### config.mk
export PLATFORM = sky130hd
export DESIGN_NAME = el2_dec_ib_queue
export DESIGN_NICKNAME = d
export VERILOG_FILES = /design/src/rtl/el2_dec_ib_queue.sv
export SDC_FILE = /design/constraint.sdc
export NUM_CORES = 1
export LEC_CHECK = 0
export CAP_MARGIN = 25
export CORE_AREA = 2 2 165 167
export DETAILED_ROUTE_END_ITERATION = 12
export DIE_AREA = 0 0 167 169
export PLACE_DENSITY = 0.74
export SLEW_MARGIN = 20
export SYNTH_ARGS = -nofsm -noshare
export SYNTH_HDL_FRONTEND = slang
export SYNTH_SLANG_ARGS = --single-unit
export TNS_END_PERCENT = 100
### constraint.sdc
create_clock -name clk -period 3 [get_ports clk]
set_input_delay 0.3 -clock clk [delete_from_list [all_inputs] [get_ports clk]]
set_output_delay 0.3 -clock clk [all_outputs]
set_load 0.005 [all_outputs]
### src/rtl/el2_dec_ib_queue.sv
// Multi-entry instruction buffer between the IFU aligner and decode.
// Also injects debug GPR/CSR access instructions while the buffer is empty.
module el2_dec_ib_queue #(
  parameter int DEPTH     = 4,
  parameter int META_W    = 8,
  parameter int AFULL_LVL = 3
) (
  input  logic                       clk,
  input  logic                       rst_l,
  input  logic                       exu_flush_final,
  input  logic                       ifu_i0_valid,
  input  logic [31:0]                ifu_i0_instr,
  input  logic [30:0]                ifu_i0_pc,
  input  logic [META_W-1:0]          ifu_i0_meta,
  output logic                       ifu_ib_ready,
  output logic                       ifu_ib_afull,
  input  logic                       dec_i0_decode_d,
  output logic                       dec_ib0_valid_d,
  output logic [31:0]                dec_i0_instr_d,
  output logic [30:0]                dec_i0_pc_d,
  output logic [META_W-1:0]          dec_i0_meta_d,
  output logic [$clog2(DEPTH+1)-1:0] ib_count,
  input  logic                       dbg_cmd_valid,
  input  logic                       dbg_cmd_write,
  input  logic [1:0]                 dbg_cmd_type,
  input  logic [31:0]                dbg_cmd_addr,
  output logic                       dbg_cmd_ready,
  output logic                       dec_debug_valid_d,
  output logic                       dec_debug_wdata_rs1_d,
  output logic                       dec_debug_fence_d
);

  // state    | meaning
  // DBG_IDLE | no debug instruction held; queue entries drive the head
  // DBG_PEND | synthesised debug instruction presented to decode, fetch blocked

  localparam int CW = $clog2(DEPTH+1);
  localparam int PW = $clog2(DEPTH);

  typedef enum logic {
    DBG_IDLE = 1'b0,
    DBG_PEND = 1'b1
  } dbg_state_t;

  dbg_state_t        dbg_state;
  logic [31:0]       dbg_instr_q;
  logic              dbg_wdata_q;
  logic              dbg_fence_q;

  logic [CW-1:0]     count_q;
  logic [PW-1:0]     rd_ptr;
  logic [PW-1:0]     wr_ptr;

  logic [31:0]       instr_mem [DEPTH];
  logic [30:0]       pc_mem    [DEPTH];
  logic [META_W-1:0] meta_mem  [DEPTH];

  logic              dbg_pend;
  logic              queue_empty;
  logic              push;
  logic              pop;
  logic              dbg_accept;
  logic              dbg_is_csr;
  logic              dbg_addr_unused;

  function automatic logic [PW-1:0] ptr_inc(input logic [PW-1:0] p);
    // Explicit wrap so non-power-of-2 depths work.
    return (p == PW'(DEPTH-1)) ? '0 : p + 1'b1;
  endfunction

  function automatic logic [31:0] dbg_encode(input logic        wr,
                                             input logic        csr,
                                             input logic [11:0] a);
    logic [31:0] w;
    if (csr) begin
      w = wr ? {a, 20'h01073} : {a, 20'h02073};
    end else begin
      w = wr ? (32'h0000_6033 | {20'b0, a[4:0], 7'b0})
             : (32'h0000_6033 | {12'b0, a[4:0], 15'b0});
    end
    return w;
  endfunction

  assign dbg_pend        = (dbg_state == DBG_PEND);
  assign queue_empty     = (count_q == '0);
  assign dbg_is_csr      = (dbg_cmd_type == 2'd1);
  assign dbg_addr_unused = ^dbg_cmd_addr[31:12];

  assign ifu_ib_ready    = (count_q < CW'(DEPTH)) & ~dbg_pend;
  assign ifu_ib_afull    = (count_q >= CW'(AFULL_LVL));
  assign dec_ib0_valid_d = ~queue_empty & ~dbg_pend;
  assign ib_count        = count_q;

  assign push = ifu_i0_valid & ifu_ib_ready & ~exu_flush_final;
  assign pop  = dec_i0_decode_d & dec_ib0_valid_d;

  assign dbg_cmd_ready = queue_empty & ~dbg_pend & ~exu_flush_final;
  // Memory-type commands are acknowledged but produce no instruction.
  assign dbg_accept    = dbg_cmd_valid & dbg_cmd_ready & ~dbg_cmd_type[1];

  assign dec_debug_valid_d     = dbg_pend;
  assign dec_debug_wdata_rs1_d = dbg_pend & dbg_wdata_q;
  assign dec_debug_fence_d     = dbg_pend & dbg_fence_q;

  // Entry storage needs no reset: validity is carried entirely by count_q.
  always_ff @(posedge clk) begin
    if (push) begin
      instr_mem[wr_ptr] <= ifu_i0_instr;
      pc_mem[wr_ptr]    <= ifu_i0_pc;
      meta_mem[wr_ptr]  <= ifu_i0_meta;
    end
  end

  always_ff @(posedge clk or negedge rst_l) begin
    if (!rst_l) begin
      count_q <= '0;
      rd_ptr  <= '0;
      wr_ptr  <= '0;
    end else if (exu_flush_final) begin
      count_q <= '0;
      rd_ptr  <= '0;
      wr_ptr  <= '0;
    end else begin
      if (push) wr_ptr <= ptr_inc(wr_ptr);
      if (pop)  rd_ptr <= ptr_inc(rd_ptr);
      case ({push, pop})
        2'b10:   count_q <= count_q + 1'b1;
        2'b01:   count_q <= count_q - 1'b1;
        default: count_q <= count_q;
      endcase
    end
  end

  // A fetch push landing in the same cycle as a debug accept stays queued
  // behind the debug instruction; the head is masked until it retires.
  always_ff @(posedge clk or negedge rst_l) begin
    if (!rst_l) begin
      dbg_state   <= DBG_IDLE;
      dbg_instr_q <= '0;
      dbg_wdata_q <= 1'b0;
      dbg_fence_q <= 1'b0;
    end else begin
      case (dbg_state)
        DBG_IDLE: begin
          if (dbg_accept) begin
            dbg_state   <= DBG_PEND;
            dbg_instr_q <= dbg_encode(dbg_cmd_write, dbg_is_csr, dbg_cmd_addr[11:0]);
            dbg_wdata_q <= dbg_cmd_write;
            dbg_fence_q <= dbg_is_csr & dbg_cmd_write & (dbg_cmd_addr[11:0] == 12'h7C4);
          end
        end
        DBG_PEND: begin
          if (exu_flush_final || dec_i0_decode_d) begin
            dbg_state   <= DBG_IDLE;
            dbg_instr_q <= '0;
            dbg_wdata_q <= 1'b0;
            dbg_fence_q <= 1'b0;
          end
        end
        default: dbg_state <= DBG_IDLE;
      endcase
    end
  end

  always_comb begin
    dec_i0_instr_d = '0;
    dec_i0_pc_d    = '0;
    dec_i0_meta_d  = '0;
    if (dbg_pend) begin
      dec_i0_instr_d = dbg_instr_q;
    end else if (!queue_empty) begin
      dec_i0_instr_d = instr_mem[rd_ptr];
      dec_i0_pc_d    = pc_mem[rd_ptr];
      dec_i0_meta_d  = meta_mem[rd_ptr];
    end
  end

endmodule

==> flow_metrics.py, run 1 <==
metrics = {
    "clocking": {
        "cts_sinks": 321,
        "cts_buffers": 31,
        "cts_tree": "done",
        "clkLatencyLatePin_ps": 570,
        "htree_num_levels": 1,
        "cts.path.max_buffers": 3,
        "clk_pin_slew_ps": 60,
        "cts_root_buf": "clkbuf_16",
    },
    "worst_setup_path": {
        "arrival_ps": 2610,
        "critPathMaxStageDelay_ps": 610,
        "cp-end-kind": "output pin",
        "startpoint": "dec_debug_valid_d",
        "regToRegSetupSlack_ps": 180,
        "crit_required_ps": 2700,
        "criticalPathCategory": "flop to output pin",
        "r2r-start": "dec_debug_valid_d",
        "crit_slowest_cell": "or4_4",
        "crit_path_start_kind": "flop",
        "crit_fanout": 35,
        "crit_chain": "buf_6 > or4_4 > nor2_1 > clkdlybuf4s50_1",
    },
    "yosys": {
        "yosys_register_bits": 321,
        "postSynthAreaPerCell_sq_um": 20.9,
        "ys_warn_count": 0,
        "synth_cells": 598,
        "syn_nets": 716,
        "ys_seq_area_share_pct": 75.8,
        "yosysUniqueCellTypes": 37,
        "ys.flop_type": "edfxtp_1",
        "synthArstFlopShare_pct": 11.5,
        "syn-cell-area_sq_um": 12500,
        "synth_edf_count": 284,
    },
    "sta": {
        "finalHoldViolations": 0,
        "tns_ps": 0,
        "min_period_ps": 2910,
        "clock_skew_ps": 22.5,
        "relSlewSlack_pct": 43.4,
        "fmax_mhz": 344,
        "setup_viol": 0,
        "worstMarginPinSlew_ps": 849,
        "period_share_pct": 96.9,
        "rsz0062_at_grt": "no",
        "slew_violations": 0,
    },
    "power": {
        "ir_drop_uv": 518,
        "power.density_nw_per_um2": 861,
        "power.leakage_nw": 5.38,
    },
    "drt": {
        "drt_iter0_markers": 535,
        "routed_wirelength_um": 26800,
        "postRouteAntennaNets": 0,
        "via_per_inst": 5.64,
        "vias": 6550,
        "drcViolationCount": 0,
        "drtPass1Iterations": 5,
        "post_drt_wl_per_cell_um": 23.1,
    },
    "min_path": {
        "hp-start": "ifu_i0_instr[26]",
        "hp-class": "input pin to flop",
    },
    "global_routing": {
        "antenna_found_initial": 3,
        "grt_usage_pct": 18.9,
        "grt_pass1_vias": 7057,
        "grt_pass1_wl_um": 40500,
        "grt_max_degree": 39,
        "overflow": 0,
    },
    "final_layout": {
        "fin_nets": 914,
        "layout_commonest_cell": "edfxtp_1",
        "instances_no_fill": 1162,
        "areaGrowthSynthToFinish_pct": 27.8,
        "layout_common_cells": "edfxtp_1, clkdlybuf4s50_1, mux4_2",
        "antenna_cells": 0,
        "drive_above_1_share_pct": 19.5,
    },
    "place": {
        "gp_congestion": 0.853,
        "hpwl_um": 16700,
        "io_buffers": 172,
        "dp.cells": 1098,
    },
    "die": {
        "io_pins": 193,
        "fp-row-count": 60,
        "dieWidth_um": 167,
        "die-area_sq_um": 28200,
        "initial_core_util_pct": 47.1,
        "core_sq_um": 26500,
        "dieHeight_um": 169,
    },
    "run_status": {
        "status": "finished, final reports clean",
    },
    "run": {
        "maxCapViolations": 0,
    },
}
[path summary, 6_finish.rpt]
| path | cells past startpoint | to |
|---|---|---|
| max | 4 | dbg_cmd_ready |
| min | 1 | instr_mem[1][26] |
| max reg2reg | 7 | ib_count[2] |
| min reg2reg | 1 | dbg_instr_q[5] |
| max in group asynchronous | 2 | rd_ptr[1] |
| min in group asynchronous | 2 | dec_debug_valid_d |
[kinds of logic (layout without fill, tap and decap cells)]
kind of cell	count (synthesis)	in the layout	share of synthesized area [%]
adders and majority gates	6	6	0.662
xor gates and xnor gates	2	2	0.251
muxes	71	71	12.8
and+or+nand+nor	93	94	4.50
buffers and inverters	39	261	1.57
AOI/OAI and AO/OA	66	66	4.43
DFF	321	321	75.8
[critical path: cells and delay by family (launching register included)]
family / cells / cell delay, ps
buffers and inverters: 2 / 780
flip-flops: 1 / 530
AND/OR/NAND/NOR: 2 / 720
[flip-flops by register name, indices dropped and copies added (netlist names)]
| signal | flops |
|---|---|
| rd_ptr | 2 |
| dec_debug_valid_d | 1 |
| ib_count | 3 |
| pc_mem | 124 |
| wr_ptr | 2 |
| meta_mem | 32 |
| dbg_wdata_q | 1 |
| instr_mem | 128 |
| dbg_instr_q | 27 |
| dbg_fence_q | 1 |
[metrics by stage]
step	util [%]	setup WS [ps]	area (sq um)	total power, mW	hold WS, ps
2_1_floorplan	-	444	12500	7.59	4.41
3_3_place_gp	55.8	181	14800	9.62	434
3_5_place_dp	55.8	121	14800	9.72	442
4_1_cts	60.1	11.0	15900	13.9	336
5_1_grt	60.2	11.2	15900	14.3	352
6_report	60.2	93.5	15900	13.7	361
[layer usage]
layer  vias to the layer above  GRT usage [%]  wire, um  part of all wire [%]
met5                         -              0        13                 0.048
met4                         2           4.76       543                   2.0
met3                        43           4.84      2130                   7.9
met2                       241           31.4     13200                    49
met1                      3408           25.1     10900                    41
li1                       2856              -         -                     -
[layout make-up]
type	count	area, sq um
clock inverter	12	155
inverter	2	7.51
fill	1886	10600
multi-input combinational	239	2860
tap	341	427
clock buffer	46	935
timing repair buffer	201	2090
sequential	321	9460
[synthesized netlist by cell type, types with 2 or more instances]
cell / n / area share [%]
a32o_1: 6 / 0.48
nor2b_1: 3 / 0.15
nand3_1: 3 / 0.12
or3_1: 2 / 0.10
edfxtp_1: 284 / 68
buf_6: 5 / 0.45
a22o_1: 45 / 3.2
dfrtp_1: 37 / 7.4
clkbuf_1: 23 / 0.69
ha_1: 5 / 0.50
nor2_1: 9 / 0.27
a21o_1: 6 / 0.36
and2_1: 49 / 2.5
mux4_2: 71 / 13
a21oi_1: 6 / 0.24
nand2_1: 16 / 0.48
inv_1: 2 / 0.060
buf_2: 7 / 0.28
[power breakdown]
part	internal [mW]	total (mW)	switching [mW]
clock network	2.42	4.03	1.61
logic	2.39	4.18	1.79
registers	5.32	5.52	0.199
total	10.1	13.7	3.60
[what timing repair did]
action | in CTS | in global routing
gates resized for setup | 1 | 2
endpoints found under the setup margin | 61 | 22
endpoints found under the hold margin | 37 | 0
hold buffers | 1 | 0
gates cloned | 1 | 0
buffers inserted | 3 | 1
Note: power is estimated with default switching activity, not from simulation.
==> run 2: changes to the inputs <==
==> constraint.sdc (replaced) <==
create_clock -name clk -period 3 [get_ports clk]
set_input_delay 0.6 -clock clk [delete_from_list [all_inputs] [get_ports clk]]
set_output_delay 0.6 -clock clk [all_outputs]
set_load 0.005 [all_outputs]
==> run 2 against run 1 <==
Worst setup slack got worse by 65 ps. Fmax decreased by 2.2%. First-iteration DRC count decreased by 16%. Count of clock-buffer cells in the layout decreased by 9. Cell area grew 3.2%. Core utilization grew 1.9 points. Sequential cell count unchanged. Wire length up 4.2%. Cell count rose by 4.1%.
==> flow_metrics.py, run 2 (same netlist as run 1, synthesis figures left out) <==
metrics = {
    "sta": {
        "slew_violations": 0,
        "clock_skew_ps": 13.6,
        "setup_ws_ps": 28.9,
        "tns_ps": 0,
        "relSlewSlack_pct": 40.9,
        "setup_viol": 0,
        "fmax_mhz": 337,
        "worstMarginPinSlew_ps": 886,
        "period_share_pct": 99.0,
        "min_period_ps": 2970,
        "finalHoldViolations": 0,
        "rsz0062_at_grt": "yes",
    },
    "worst_setup_path": {
        "crit_path_start_kind": "flop",
        "cpMostUsedCell": "buf_4",
        "crit_family": "buffers and inverters",
        "arrival_ps": 2370,
        "r2r-start": "ib_count[0]",
        "reg2reg_to": "ib_count[2]",
        "crit_required_ps": 2400,
        "crit_buf_inv": 5,
        "regToRegSetupSlack_ps": 380,
        "crit_fanout": 8,
        "startpoint": "rd_ptr[0]",
        "rr_worst_depth": 8,
        "crit_chain": "buf_12 > buf_4 > buf_16 > buf_4 > mux4_2 > a22o_1 > clkbuf_2",
        "critPathMaxStageDelay_ps": 490,
        "crit_slowest_cell": "dfrtp_4",
        "criticalPathCategory": "flop to output pin",
        "cp-end-kind": "output pin",
    },
    "power": {
        "power.density_nw_per_um2": 845,
        "power.leakage_nw": 6.13,
        "ir_drop_uv": 502,
    },
    "drt": {
        "routed_wirelength_um": 28000,
        "drcViolationCount": 0,
        "drtPass1Iterations": 5,
        "vias": 6727,
        "postRouteAntennaNets": 0,
        "via_per_inst": 5.56,
        "post_drt_wl_per_cell_um": 23.1,
        "drt_iter0_markers": 451,
    },
    "final_layout": {
        "layout_common_cells": "edfxtp_1, clkdlybuf4s50_1, mux4_2",
        "areaGrowthSynthToFinish_pct": 31.8,
        "final_area_sq_um": 16400,
        "drive_above_1_share_pct": 27.9,
        "largest_register_ffs": 128,
        "layout_commonest_cell": "edfxtp_1",
        "top_regs": "instr_mem x128, pc_mem x124, meta_mem x32",
        "regMostFlops": "instr_mem",
        "fin_nets": 963,
    },
    "place": {
        "hpwl_um": 17100,
        "pre_cts_ws_ps": -5.22,
        "gp_congestion": 0.775,
        "dpl-instance-area_sq_um": 14900,
        "io_buffers": 172,
    },
    "run_status": {
        "status": "finished, final reports clean",
    },
    "die": {
        "core_sq_um": 26500,
        "initial_core_util_pct": 47.1,
        "dieHeight_um": 169,
        "io_pins": 193,
        "dieWidth_um": 167,
        "fp-row-count": 60,
        "die-area_sq_um": 28200,
    },
    "global_routing": {
        "antenna_found_initial": 5,
        "grt_pass1_wl_um": 41900,
        "overflow": 0,
        "grt_pass1_vias": 7116,
        "grt_usage_pct": 19.6,
        "grt_max_degree": 38,
    },
    "clocking": {
        "cts_sinks": 321,
        "clkLatencyLatePin_ps": 560,
        "cts.path.max_buffers": 3,
        "cts_root_buf": "clkbuf_16",
        "cts_buffers": 31,
        "htree_num_levels": 1,
        "cts_tree": "done",
        "holdBufCountCts": 0,
        "clk_pin_slew_ps": 70,
    },
    "run": {
        "maxCapViolations": 0,
    },
    "min_path": {
        "hp-class": "input pin to async pin",
    },
}
## run 2: cell count changes in the layout (fill, tap and decap cells not counted), sizes merged
cell and change:
diode +2, clkdlybuf4s50 -71, clkdlybuf4s15 +9, inv +1
dlygate4sd2 +22, dlygate4sd3 -1, clkbuf +12, clkinvlp -1
clkinv +6, nor2b +2, buf +46, dlymetal6s2s +21
## run 2: repair_timing
item                                   4_1_cts  5_1_grt
setup endpoints to repair                   73       51
pin swaps                                   11       22
gates resized for setup                     64       80
endpoints found under the hold margin        0        0
buffers inserted                            24       19
cloned                                       4        2
## run 2: routing by layer
| layer | GRT usage, % | share of wire, % |
|---|---|---|
| met4 | 4.57 | 1.9 |
| met3 | 5.28 | 7.8 |
| met1 | 26.0 | 41 |
| met5 | 0 | 0.093 |
| met2 | 32.7 | 49 |
## run 2: how the worst max path moves through the flow
stage                    endpoint  slack (ps)  cells after the start
2_1_floorplan     instr_mem[0][0]         390                      4
3_3_place_gp      dec_i0_pc_d[27]           7                      5
3_5_place_dp      dec_i0_pc_d[27]          -5                      5
4_1_cts        dec_i0_instr_d[14]        -170                      5
5_1_grt        dec_i0_instr_d[14]         -60                      7
6_report       dec_i0_instr_d[14]          30                      7
## run 2: layout make-up
class                      instances  area (sq um)
timing repair buffer             248          2630
fill                            1867         10100
clock buffer                      37           798
multi-input combinational        241          2930
tap                              341           427
clock inverter                    18           186
sequential                       321          9460
antenna                            2          5.00
inverter                           2          7.51
## run 2: report_power, final
part / internal (mW) / switching (mW) / leakage [nW]
Sequential: 5.32 / 0.164 / 3.07
Clock: 2.16 / 1.58 / 0.483
Combinational: 2.67 / 2.01 / 2.58
Total: 10.1 / 3.76 / 6.13
## run 2: worst register-to-register path: cells and delay by family, from the launching register on
family | cells | cell delay (ps)
and+or+nand+nor | 4 | 1260
adders and majority gates | 1 | 410
DFF | 1 | 390
buffers and inverters | 2 | 290
AOI/OAI and AO/OA | 1 | 190
## run 2: per-stage QoR
stage | hold slack [ps] | cells | total power [mW] | utilization [%]
final | 159 | 1210 | 13.9 | 62.1
after global placement | 461 | 1104 | 9.66 | 56.3
after global routing | 193 | 1209 | 14.5 | 62.1
after detailed placement | 484 | 1104 | 9.77 | 56.3
after floorplan | 304 | 598 | 7.59 | -
after CTS | 163 | 1187 | 13.8 | 61.1
==> run 3: changes to the inputs <==
Settings changed: GPL_ROUTABILITY_DRIVEN set to 0, SKIP_LAST_GASP set to 1.
==> run 3 against run 2 <==
The run now ends with negative setup slack left. Sequential share of layout area hardly changed. Die area did not move. Largest cell class unchanged. Count of clock-buffer cells in the layout unchanged. Core utilization barely moved. Sequential cell count unchanged. Register-to-register slack hardly changed. Wire length about the same. Combinational power barely moved. Worst setup slack got worse by 96 ps. Critical path depth down 2.
==> flow_metrics.py, run 3 (same netlist as run 1, synthesis figures left out) <==
metrics = {
    "run_status": {
        "status": "finished with violations",
        "violations": "negative setup slack",
    },
    "drt": {
        "drtPass1Iterations": 5,
        "drcViolationCount": 0,
        "via_per_inst": 5.54,
        "routed_wirelength_um": 28000,
        "vias": 6692,
        "drt_iter0_markers": 422,
        "postRouteAntennaNets": 0,
        "post_drt_wl_per_cell_um": 23.1,
    },
    "power": {
        "power.density_nw_per_um2": 845,
        "power.leakage_nw": 6.19,
        "power_mw": 13.9,
        "ir_drop_uv": 503,
    },
    "die": {
        "dieHeight_um": 169,
        "core_sq_um": 26500,
        "io_pins": 193,
        "initial_core_util_pct": 47.1,
        "die-area_sq_um": 28200,
        "dieWidth_um": 167,
        "fp-row-count": 60,
    },
    "min_path": {
        "hp-class": "input pin to async pin",
    },
    "place": {
        "pre_cts_ws_ps": -5.22,
        "hpwl_um": 17100,
        "io_buffers": 172,
        "dpl-instance-area_sq_um": 14900,
    },
    "run": {
        "maxCapViolations": 0,
    },
    "sta": {
        "setup_viol": 21,
        "period_share_pct": 102,
        "fmax_mhz": 326,
        "rsz0062_at_grt": "yes",
        "min_period_ps": 3070,
        "hold_slack_ps": 159,
        "worstMarginPinSlew_ps": 898,
        "finalHoldViolations": 0,
        "clock_skew_ps": 16.4,
        "setup_ws_ps": -67.3,
        "relSlewSlack_pct": 40.1,
        "slew_violations": 0,
    },
    "final_layout": {
        "largest_register_ffs": 128,
        "layout_commonest_cell": "edfxtp_1",
        "drive_above_1_share_pct": 26.4,
        "fillers": 1862,
        "areaGrowthSynthToFinish_pct": 31.7,
        "top_regs": "instr_mem x128, pc_mem x124, meta_mem x32",
        "regMostFlops": "instr_mem",
        "fin_nets": 961,
        "layout_common_cells": "edfxtp_1, clkdlybuf4s50_1, mux4_2",
        "fin_util_pct": 62.0,
        "final_area_sq_um": 16400,
    },
    "global_routing": {
        "grt_usage_pct": 19.6,
        "antenna_found_initial": 5,
        "overflow": 0,
        "grt_pass1_wl_um": 41900,
        "grt_pass1_vias": 7114,
        "grt_max_degree": 38,
    },
    "worst_setup_path": {
        "crit_required_ps": 2400,
        "cp-end-kind": "output pin",
        "startpoint": "rd_ptr[0]",
        "criticalPathCategory": "flop to output pin",
        "crit_fanout": 12,
        "r2r-start": "ib_count[0]",
        "reg2reg_to": "ib_count[2]",
        "rr_worst_depth": 8,
        "setup.worst_path.end": "dec_i0_pc_d[10]",
        "arrival_ps": 2470,
        "crit_path_start_kind": "flop",
        "regToRegSetupSlack_ps": 390,
    },
    "clocking": {
        "cts_tree": "done",
        "cts_sinks": 321,
        "cts_buffers": 31,
        "holdBufCountCts": 0,
        "htree_num_levels": 1,
        "clkLatencyLatePin_ps": 560,
        "clk_pin_slew_ps": 70,
        "cts_root_buf": "clkbuf_16",
        "cts.path.max_buffers": 3,
    },
}
## run 3: routing by layer
metal,track usage (%),part of all wire (%),vias to the layer above
li1,-,-,2954
met1,26.0,41,3447
met2,32.6,50,249
met3,5.31,7.4,38
met4,4.57,1.4,4
met5,0,0.093,-
## run 3: repair_timing
| item | CTS | global route |
|---|---|---|
| gates cloned | 4 | 1 |
| pin swaps | 4 | 8 |
| endpoints found under the setup margin | 73 | 62 |
| hold endpoints to repair | 0 | 0 |
| buffers inserted | 24 | 18 |
| gates resized for setup | 40 | 73 |
## run 3: critical path: stages, from the launching register on
cell	delay [ps]
dfrtp_4	430
buf_12	140
buf_12	170
mux4_2	540
and2_1	180
clkdlybuf4s50_1	440
## run 3: worst min path at each step
stage	slack, ps	endpoint	depth (start not counted)
2_1_floorplan	300	dbg_fence_q	0
3_3_place_gp	460	dbg_instr_q[14]	1
3_5_place_dp	480	dbg_wdata_q	1
4_1_cts	160	dbg_instr_q[5]	1
5_1_grt	190	dbg_instr_q[5]	1
6_report	160	dbg_instr_q[5]	1
## run 3: area by class of cell
cell class	instances	area [sq um]	share of cell area, %
multi-input cells	241	2910	17.7
flip-flops and latches	321	9460	57.6
clock inverters	18	186	1.13
repair buffers	246	2640	16.0
diodes	2	5.00	0.0305
clock buffers	37	798	4.86
inverters	2	7.51	0.0457
well taps	341	427	2.60
## run 3: power by group
part	switching, mW	total [mW]	internal [mW]
Sequential	0.164	5.49	5.32
Clock	1.59	3.75	2.16
Combinational	1.99	4.65	2.66
Total	3.74	13.9	10.1
## run 3: stage by stage
step,cells,TNS (ps)
finish,1208,-610
global route,1207,-2820
CTS,1187,-4870
detailed placement,1104,-5.89
global placement,1104,0
floorplan,598,0
